<file path="src/rtl/mdu_pkg.sv">
// mdu_pkg: shared opcode/state encodings and iteration count for the multiply/divide unit
package mdu_pkg;
   typedef enum logic [2:0] {
      OP_MULT  = 3'b000,
      OP_MULTU = 3'b001,
      OP_DIV   = 3'b010,
      OP_DIVU  = 3'b011,
      OP_MTHI  = 3'b100,
      OP_MTLO  = 3'b101
   } mdu_op_e;
   typedef enum logic [1:0] {
      IDLE   = 2'd0,
      RUN    = 2'd1,
      FINISH = 2'd2
   } mdu_state_e;
   localparam int MDU_ITERS = 32;
endpackage

</file>
<file path="src/rtl/mdu_step.sv">
// mdu_step: one radix-2 iteration, shift-add multiply or restoring divide on unsigned magnitudes
module mdu_step #(
   parameter int W = 32
) (
   input  logic [W-1:0] acc_i,
   input  logic [W-1:0] opnd_i,
   input  logic         in_bit_i,
   input  logic         div_i,
   output logic [W-1:0] acc_o,
   output logic         bit_o
);
   logic [W:0] sum, sh, diff;
   always_comb begin
      sum   = {1'b0, acc_i} + (in_bit_i ? {1'b0, opnd_i} : '0);
      sh    = {acc_i, in_bit_i};
      diff  = sh - {1'b0, opnd_i};
      acc_o = div_i ? (diff[W] ? sh[W-1:0] : diff[W-1:0]) : sum[W:1];
      bit_o = div_i ? ~diff[W] : sum[0];
   end
endmodule

</file>
<file path="src/rtl/mdu.sv">
// mdu: iterative MULT/DIV unit with architectural HI/LO registers
module mdu
   import mdu_pkg::*;
#(
   parameter int XLEN = 32
) (
   input  logic            clk_i,
   input  logic            reset_i,
   input  logic            start_i,
   input  logic [2:0]      op_i,
   input  logic [XLEN-1:0] a_i,
   input  logic [XLEN-1:0] b_i,
   output logic            busy_o,
   output logic            done_o,
   output logic [XLEN-1:0] hi_o,
   output logic [XLEN-1:0] lo_o
);
   mdu_state_e state_q, state_d;
   mdu_op_e op;
   logic [4:0] cnt_q, cnt_d;
   logic [XLEN-1:0] acc_q, acc_d, low_q, low_d, opnd_q, opnd_d, hi_q, hi_d, lo_q, lo_d;
   logic [XLEN-1:0] mag_a, mag_b, step_acc;
   logic [2*XLEN-1:0] prod;
   logic div_q, div_d, neg_lo_q, neg_lo_d, neg_hi_q, neg_hi_d, done_q, done_d;
   logic sa, sb, step_bit;
   assign op     = mdu_op_e'(op_i);
   assign sa     = ~op_i[0] & a_i[XLEN-1];
   assign sb     = ~op_i[0] & b_i[XLEN-1];
   assign mag_a  = sa ? -a_i : a_i;
   assign mag_b  = sb ? -b_i : b_i;
   assign prod   = neg_lo_q ? -{acc_q, low_q} : {acc_q, low_q};
   assign busy_o = state_q != IDLE;
   assign done_o = done_q;
   assign hi_o   = hi_q;
   assign lo_o   = lo_q;
   mdu_step #(.W(XLEN)) u_step (
      .acc_i   (acc_q),
      .opnd_i  (opnd_q),
      .in_bit_i(div_q ? low_q[XLEN-1] : low_q[0]),
      .div_i   (div_q),
      .acc_o   (step_acc),
      .bit_o   (step_bit)
   );
   always_comb begin
      state_d  = state_q;
      cnt_d    = cnt_q;
      acc_d    = acc_q;
      low_d    = low_q;
      opnd_d   = opnd_q;
      div_d    = div_q;
      neg_lo_d = neg_lo_q;
      neg_hi_d = neg_hi_q;
      hi_d     = hi_q;
      lo_d     = lo_q;
      done_d   = 1'b0;
      case (state_q)
         IDLE: begin
            if (start_i && !op_i[2]) begin
               div_d    = op_i[1];
               acc_d    = '0;
               low_d    = op_i[1] ? mag_a : mag_b;
               opnd_d   = op_i[1] ? mag_b : mag_a;
               // zero divisor keeps the all-ones quotient unsigned and the dividend as remainder
               neg_lo_d = (sa ^ sb) & (~op_i[1] | (|b_i));
               neg_hi_d = sa;
               cnt_d    = 5'(MDU_ITERS - 1);
               state_d  = RUN;
            end else if (start_i && op == OP_MTHI) begin
               hi_d = a_i;
            end else if (start_i && op == OP_MTLO) begin
               lo_d = a_i;
            end
         end
         RUN: begin
            acc_d   = step_acc;
            low_d   = div_q ? {low_q[XLEN-2:0], step_bit} : {step_bit, low_q[XLEN-1:1]};
            cnt_d   = cnt_q - 5'd1;
            state_d = cnt_q == '0 ? FINISH : RUN;
         end
         FINISH: begin
            hi_d    = div_q ? (neg_hi_q ? -acc_q : acc_q) : prod[2*XLEN-1:XLEN];
            lo_d    = div_q ? (neg_lo_q ? -low_q : low_q) : prod[XLEN-1:0];
            done_d  = 1'b1;
            state_d = IDLE;
         end
         default: state_d = IDLE;
      endcase
   end
   always_ff @(posedge clk_i) begin
      if (reset_i) begin
         state_q  <= IDLE;
         cnt_q    <= '0;
         acc_q    <= '0;
         low_q    <= '0;
         opnd_q   <= '0;
         div_q    <= 1'b0;
         neg_lo_q <= 1'b0;
         neg_hi_q <= 1'b0;
         hi_q     <= '0;
         lo_q     <= '0;
         done_q   <= 1'b0;
      end else begin
         state_q  <= state_d;
         cnt_q    <= cnt_d;
         acc_q    <= acc_d;
         low_q    <= low_d;
         opnd_q   <= opnd_d;
         div_q    <= div_d;
         neg_lo_q <= neg_lo_d;
         neg_hi_q <= neg_hi_d;
         hi_q     <= hi_d;
         lo_q     <= lo_d;
         done_q   <= done_d;
      end
   end
endmodule

</file>
<file path="config.mk">
export PLATFORM = sky130hd
export DESIGN_NAME = mdu
export DESIGN_NICKNAME = d
export VERILOG_FILES = /design/src/rtl/mdu_pkg.sv /design/src/rtl/mdu_step.sv /design/src/rtl/mdu.sv
export SDC_FILE = /design/constraint.sdc
export NUM_CORES = 1
export LEC_CHECK = 0
export ABC_CLOCK_PERIOD_IN_PS = 5350
export CORE_MARGIN = 10
export CORE_UTILIZATION = 33
export CTS_BUF_LIST = sky130_fd_sc_hd__clkbuf_8
export CTS_CLUSTER_DIAMETER = 50
export DETAILED_ROUTE_END_ITERATION = 7
export PLACE_DENSITY = 0.52
export RECOVER_POWER = 100
export SYNTH_ARGS = -nofsm -noshare
export SYNTH_HDL_FRONTEND = slang
export SYNTH_SLANG_ARGS = --single-unit
</file>
<file path="constraint.sdc">
create_clock -name clk_i -period 5.35 [get_ports clk_i]
set_input_delay 1.07 -clock clk_i [delete_from_list [all_inputs] [get_ports clk_i]]
set_output_delay 1.07 -clock clk_i [all_outputs]
set_load 0.01 [all_outputs]
</file>
Word level (Yosys, flattened, before mapping)
Cells that the tools add are included.
Storage, ports and cells
  register bits after elaboration: 171
  input bits: 70
  output and inout port bits: 66
  word-level logic and storage cells: 82
Cells by class
  $add $sub $neg: 8
  equal/unequal tests: 9
  multiplexer cells: 32
  bitwise gates (word level): 8
  reductions and logical operators: 14
Operators with widths (count)
  2-to-1 mux 32 bit: 19
  one-hot mux 32 bit (2 select lines): 4
  negation 32 bit: 4
  2-to-1 mux 64 bit: 1
  negation 64 bit: 1
  adder 32 x 33 -> 33 bit: 1
  subtractor 33 x 32 -> 33 bit: 1
  OR reduction 32 bit: 1
  != test 2 bit, second input constant: 5
  one-hot mux 5 bit (2 select lines): 1
  == test 3 bit, second input constant: 2
  nonzero test 2 bit: 3
  zero test 5 bit: 1
  2-to-1 mux 5 bit: 1
  subtractor 5 x 1 -> 5 bit, second input constant: 1
  2-to-1 mux 2 bit: 2
  one-hot mux 2 bit (2 select lines): 1
  AND reduction 2 bit: 2
  AND reduction 4 bit: 1
  AND 1 bit: 3
  logical AND 1 bit: 3
  2-to-1 mux 1 bit: 3
  inverter 1 bit: 3
  AND reduction 3 bit: 1
  other kinds (6): 6

Longest topological paths before layout
Gate-level depths: netlist of run 1.
  depth after elaboration: 6
  depth in mapped cells: 18
  gate-level depth less buffers: 16

Hierarchy
From an unflattened synthesis of run 1, not the netlist that was laid out.
Unflattened totals
  cells, all modules: 2106
  area, all modules: 15368.5 um^2
By module, submodules not included
  mdu: instances 1, cells each 1432, area an instance 10981.8 um^2, seq. area each 3423.3 um^2
  mdu_step: instances 1, cells each 674, area an instance 4386.7 um^2, seq. area each 0.0 um^2

Least setup slack after synthesis of run 1
OpenSTA, ideal clock, no wires.
  path kind: register to register
  start: register div_q
  end: register acc_q[28]
  library setup time: 0.129 ns
  arrival: 4.099 ns
  path slack: 1.122 ns
  stages on the path, launching flop included: 17
  buffers on the path: 3
  cell sequence: dfxtp_1 -> clkbuf_1 -> buf_1 -> mux2i_1 -> clkbuf_1 -> nor2_1 -> ha_1 -> a211o_1 -> a221oi_1 -> o31ai_1 -> a21oi_1 -> a31o_2 -> o21ai_0 -> a221o_1 -> or2_2 -> a32oi_1 -> o21ai_0
Between the ends
  cells in the longest elaborated chain, start to end: 5
  elaborated cells between the ends (all ways): 7
  classes of those cells: add/sub: 2; mux: 5
Ends and longest elaborated chain
  start, declared: RTL line mdu.sv:24  | logic div_q, div_d, neg_lo_q, neg_lo_d, neg_hi_q, neg_hi_d, done_q, done_d;
  start signal, assigned: RTL line mdu.sv:108  | div_q <= div_d;
  2-to-1 mux 1 bit: RTL line mdu.sv:39  | .in_bit_i(div_q ? low_q[XLEN-1] : low_q[0]),
  2-to-1 mux 32 bit / subtractor 33 x 32 -> 33 bit (equally long branches): RTL line mdu_step.sv:14, mdu_step.sv:16
  adder 32 x 33 -> 33 bit / 2-to-1 mux 32 bit (equally long branches): RTL line mdu_step.sv:14, mdu_step.sv:17
  2-to-1 mux 32 bit *: RTL line mdu_step.sv:17  | acc_o = div_i ? (diff[W] ? sh[W-1:0] : diff[W-1:0]) : sum[W:1];
  one-hot mux 32 bit (2 select lines) *: RTL line mdu.sv:56  | case (state_q)
  end signal, assigned: RTL line mdu.sv:93  | acc_q <= '0;
  end signal, assigned: RTL line mdu.sv:105  | acc_q <= acc_d;
  end, declared: RTL line mdu.sv:21  | logic [XLEN-1:0] acc_q, acc_d, low_q, low_d, opnd_q, opnd_d, hi_q, hi_d, lo_q, lo_d;
Mark *: on every way between the ends. The rest lies on a longest branch, timed or not.
A chain may end at the register's enable or synchronous reset.

Worst setup path after layout of run 1
  start: register low_q[0]
  end: register acc_q[31]
Between the ends
  cells in the longest elaborated chain, start to end: 5
  elaborated cells between the ends (all ways): 7
  classes of those cells: add/sub: 2; mux: 5
Ends and longest elaborated chain
  start, declared: RTL line mdu.sv:21
  start signal, assigned: RTL line mdu.sv:106  | low_q <= low_d;
  2-to-1 mux 1 bit *: RTL line mdu.sv:39
  2-to-1 mux 32 bit / subtractor 33 x 32 -> 33 bit (equally long branches): RTL line mdu_step.sv:14, mdu_step.sv:16
  adder 32 x 33 -> 33 bit / 2-to-1 mux 32 bit (equally long branches): RTL line mdu_step.sv:14, mdu_step.sv:17
  2-to-1 mux 32 bit *: RTL line mdu_step.sv:17
  one-hot mux 32 bit (2 select lines) *: RTL line mdu.sv:56
Marked as above.

==> key figures, run 1 <==
Floorplan
  • Chip height: 228 um
  • Core area: roughly 42000 um2
  • Die ar.: 51800 um2
  • Initial Util: 0.337
  • Die Wd: about 230 um
  • Row count: 75
  • Num ports: around 140

Yosys
  • Seq/Total Area, Yosys: 0.241
  • Post-synthesis compound-gate area fraction: 0.293
  • Flops & latches, synth: approximately 170
  • Ys async rst share: 0
  • Mux contribution to synthesized area: 0.0361
  • Number of synthesized flops with an enable pin: 0
  • Synth Flop Type: dfxtp_1
  • Avg Cell Area, Syn: between 7 and 8 um2
  • Main combinational cell family by area after synthesis: compound AO/OA/AOI/OAI gates
  • Ys Warns: 0
  • Synth cell types: 74
  • Mapped Cells: ~2000
  • Post-Syn Nets: 2125
  • Share of the synthesized area in the top cell type: 0.241
  • XOR/XNOR share of the synthesized area: 0.103
  • Synth area leaders: dfxtp_1 24%, a21oi_1 8.4%, nor2_1 7.6%, ha_1 6.2%, xnor2_1 5.7%
  • Simple-gate area share of the yosys netlist: 0.208
  • Area leader, netlist: dfxtp_1
  • Synthesized area: 14200 um2
  • Adder-cell share of the synthesized area: 0.0644

Drt
  • Starting DRT DRC Count: approximately 1200
  • WL/cell: around 22 um
  • Vias: 14783
  • Vias/cell: around 5.7
  • First-pass DRT Iterations: 5
  • Post-DRT Antenna Nets: 0
  • DRT Wirelength: approximately 58000 um
  • Drc violations: 0

Timing
  • Slew Limit Fails: 210
  • Final Skew: about 0.025 ns
  • Worst Max-Slew Pin Slew: between 3 and 4 ns
  • Fmax: between 0.2 and 0.25 GHz
  • Max transition margin: -1.59
  • Final period util: 0.893
  • RSZ-0062 raised after global routing: false
  • Hold Fails Final Rpt: 0
  • Fin crit period: ~4.8 ns
  • Final worst slack: around 0.57 ns
  • Final setup violation count: 0
  • Setup TNS Final: 0 ns

GRT
  • All-Layer GR Usage: 0.215
  • Initial antenna violation count: 1
  • First-pass GRT wire length: approximately 85000 um
  • Largest net degree at the start of global routing: 84
  • Grt ovf: 0
  • Vias in the first global route: about 14000

Clock tree
  • Post-CTS Hold Buffers: 0
  • CTS tree: built
  • Clk_lat worst skew: 0.52 ns
  • Post-CTS setup buffers: 0
  • Clock transition at path regs: around 0.11 ns
  • Resize count post-CTS: 0
  • H-Tree Depth: 4
  • CTS Buf Count: 17
  • CTS root buf: clkbuf_8
  • CTS Sinks: roughly 170
  • Max clock buf depth: 2

Cells and area
  • Layout area overhead: 14.7%
  • Share of cells above drive strength 1: 0.0368
  • Commonest cells after routing, fill and taps aside: 286 x nor2_1, 238 x a21oi_1, 173 x nand2_1, 170 x dfxtp_1, 105 x o21ai_0
  • Commonest non-fill, non-tap cell in the layout: nor2_1
  • NumNets Final: between 2000 and 2500

Run status
  • Outcome: finished with violations
  • Violated checks: capacitance limit, slew limit

Worst setup path
  • R2r startpoint: low_q[0]$_SDFFE_PP0P_
  • WP data required: just under 6 ns
  • Crit path from: low_q[0]$_SDFFE_PP0P_
  • Crit path max fanout: 31
  • Crit path capture type: register
  • Arr. time, crit path: ~5.2 ns
  • Worst Setup Path Type: reg2reg
  • Startpoint Class: register

Worst hold path
  • Worst hold path class: reg2reg
  • Hold_sp: opnd_q[2]$_SDFFE_PP0P_

Power and ir drop
  • Lkg Pwr: ~6.3 nW
  • P per Cell Area: approximately 220 nW/um2
  • Worst VDD drop: about 180 uV

Job
  • Max cap viols: 4

Placement
  • Pre-CTS setup slack: around 1.0 ns
  • Post-DP HPWL: between 40000 and 50000 um
  • I/O Buffers: 135
  • Routability cong.: between 0.9 and 1
## power by group
part	internal, mW	switching, mW	total, mW
clock network	0.474	0.583	1.06
registers	1.34	0.0843	1.42
logic	0.387	0.649	1.04
total	2.20	1.32	3.51
## metal layers
| layer | vias to the layer above | routed length [um] | track usage |
|---|---|---|---|
| met4 | 0 | 1430 | 0.0666 |
| met3 | 52 | 4240 | 0.0364 |
| met5 | - | 0 | 0 |
| li1 | 7238 | - | - |
| met1 | 6968 | 27500 | 0.308 |
| met2 | 525 | 24500 | 0.321 |
## flip-flops by register name (all words and copies together) (netlist names)
name / count
acc_q: 32
cnt_q: 5
state_q: 2
neg_hi_q: 1
lo_o: 32
neg_lo_q: 1
low_q: 32
hi_o: 32
done_o: 1
opnd_q: 32
div_q: 1
## worst max-delay path: stages, from the launching register on
cell and delay (ns):
dfxtp_1 0.51, mux2i_1 0.15, clkbuf_2 0.44, inv_1 0.19, ha_1 0.17, ha_1 0.19, inv_1 0.07, fa_1 0.38
nand2b_1 0.20, a21o_1 0.18, a21oi_1 0.30, o21ai_1 0.10, buf_4 0.16, o211a_1 0.29, o311ai_0 0.69, nand4_1 0.18
a311o_1 0.37, a31oi_1 0.12
## per-stage QoR
| stage | util | power [mW] | cells | cell area (um2) | hold WS [ns] |
|---|---|---|---|---|---|
| floorplan | - | 2.10 | 1983 | 14200 | 0.432 |
| global placement | 0.377 | 2.48 | 2543 | 15900 | 0.445 |
| detailed placement | 0.377 | 2.48 | 2543 | 15900 | 0.448 |
| CTS | 0.387 | 3.53 | 2575 | 16300 | 0.463 |
| global route | 0.386 | 3.67 | 2575 | 16300 | 0.485 |
| finish | 0.386 | 3.51 | 2576 | 16300 | 0.461 |
## final timing paths
check / to / slack [ns] / depth (start not counted)
worst max register to register: acc_q[31]$_SDFFE_PP0P_ / 0.57 / 17
worst min-delay path: opnd_q[2]$_SDFFE_PP0P_ / 0.46 / 2
worst max-delay path: acc_q[31]$_SDFFE_PP0P_ / 0.57 / 17
worst min register to register: opnd_q[2]$_SDFFE_PP0P_ / 0.46 / 2
## cell families after synthesis
family | after synthesis
muxes | 51
and+or+nand+nor | 655
buffers and inverters | 203
DFF | 171
AOI/OAI and AO/OA | 663
xor gates and xnor gates | 168
adders and majority gates | 72
## cell type report
cell class / instances / area [um2]
multi-input cells: 1609 / 10000
flip-flops and latches: 171 / 3420
clock inverters: 15 / 188
inverters: 65 / 244
well taps: 539 / 674
clock buffers: 17 / 234
repair buffers: 159 / 1500
diodes: 1 / 2.50
fillers: 4514 / 25900
## cell usage after synthesis (40+ instances only)
cell / n
nor2_1: 287
a21oi_1: 238
nand2_1: 174
dfxtp_1: 171
clkbuf_1: 126
o21ai_0: 105
xnor2_1: 93
xor2_1: 75
ha_1: 70
inv_1: 64
a211oi_1: 52
mux2i_1: 49
o211ai_1: 43
a31oi_1: 40
No activity file was read; power rests on OpenSTA's default activity.
==> run 2, diff against run 1 <==
--- a/config.mk
+++ b/config.mk
@@ -10,6 +10,7 @@
 export CORE_UTILIZATION = 33
 export CTS_BUF_LIST = sky130_fd_sc_hd__clkbuf_8
 export CTS_CLUSTER_DIAMETER = 50
+export CTS_CLUSTER_SIZE = 12
 export DETAILED_ROUTE_END_ITERATION = 7
 export PLACE_DENSITY = 0.52
 export RECOVER_POWER = 100
==> results of run 2 <==
Same layout as run 1: the final DEF is identical, and so are final timing and power.
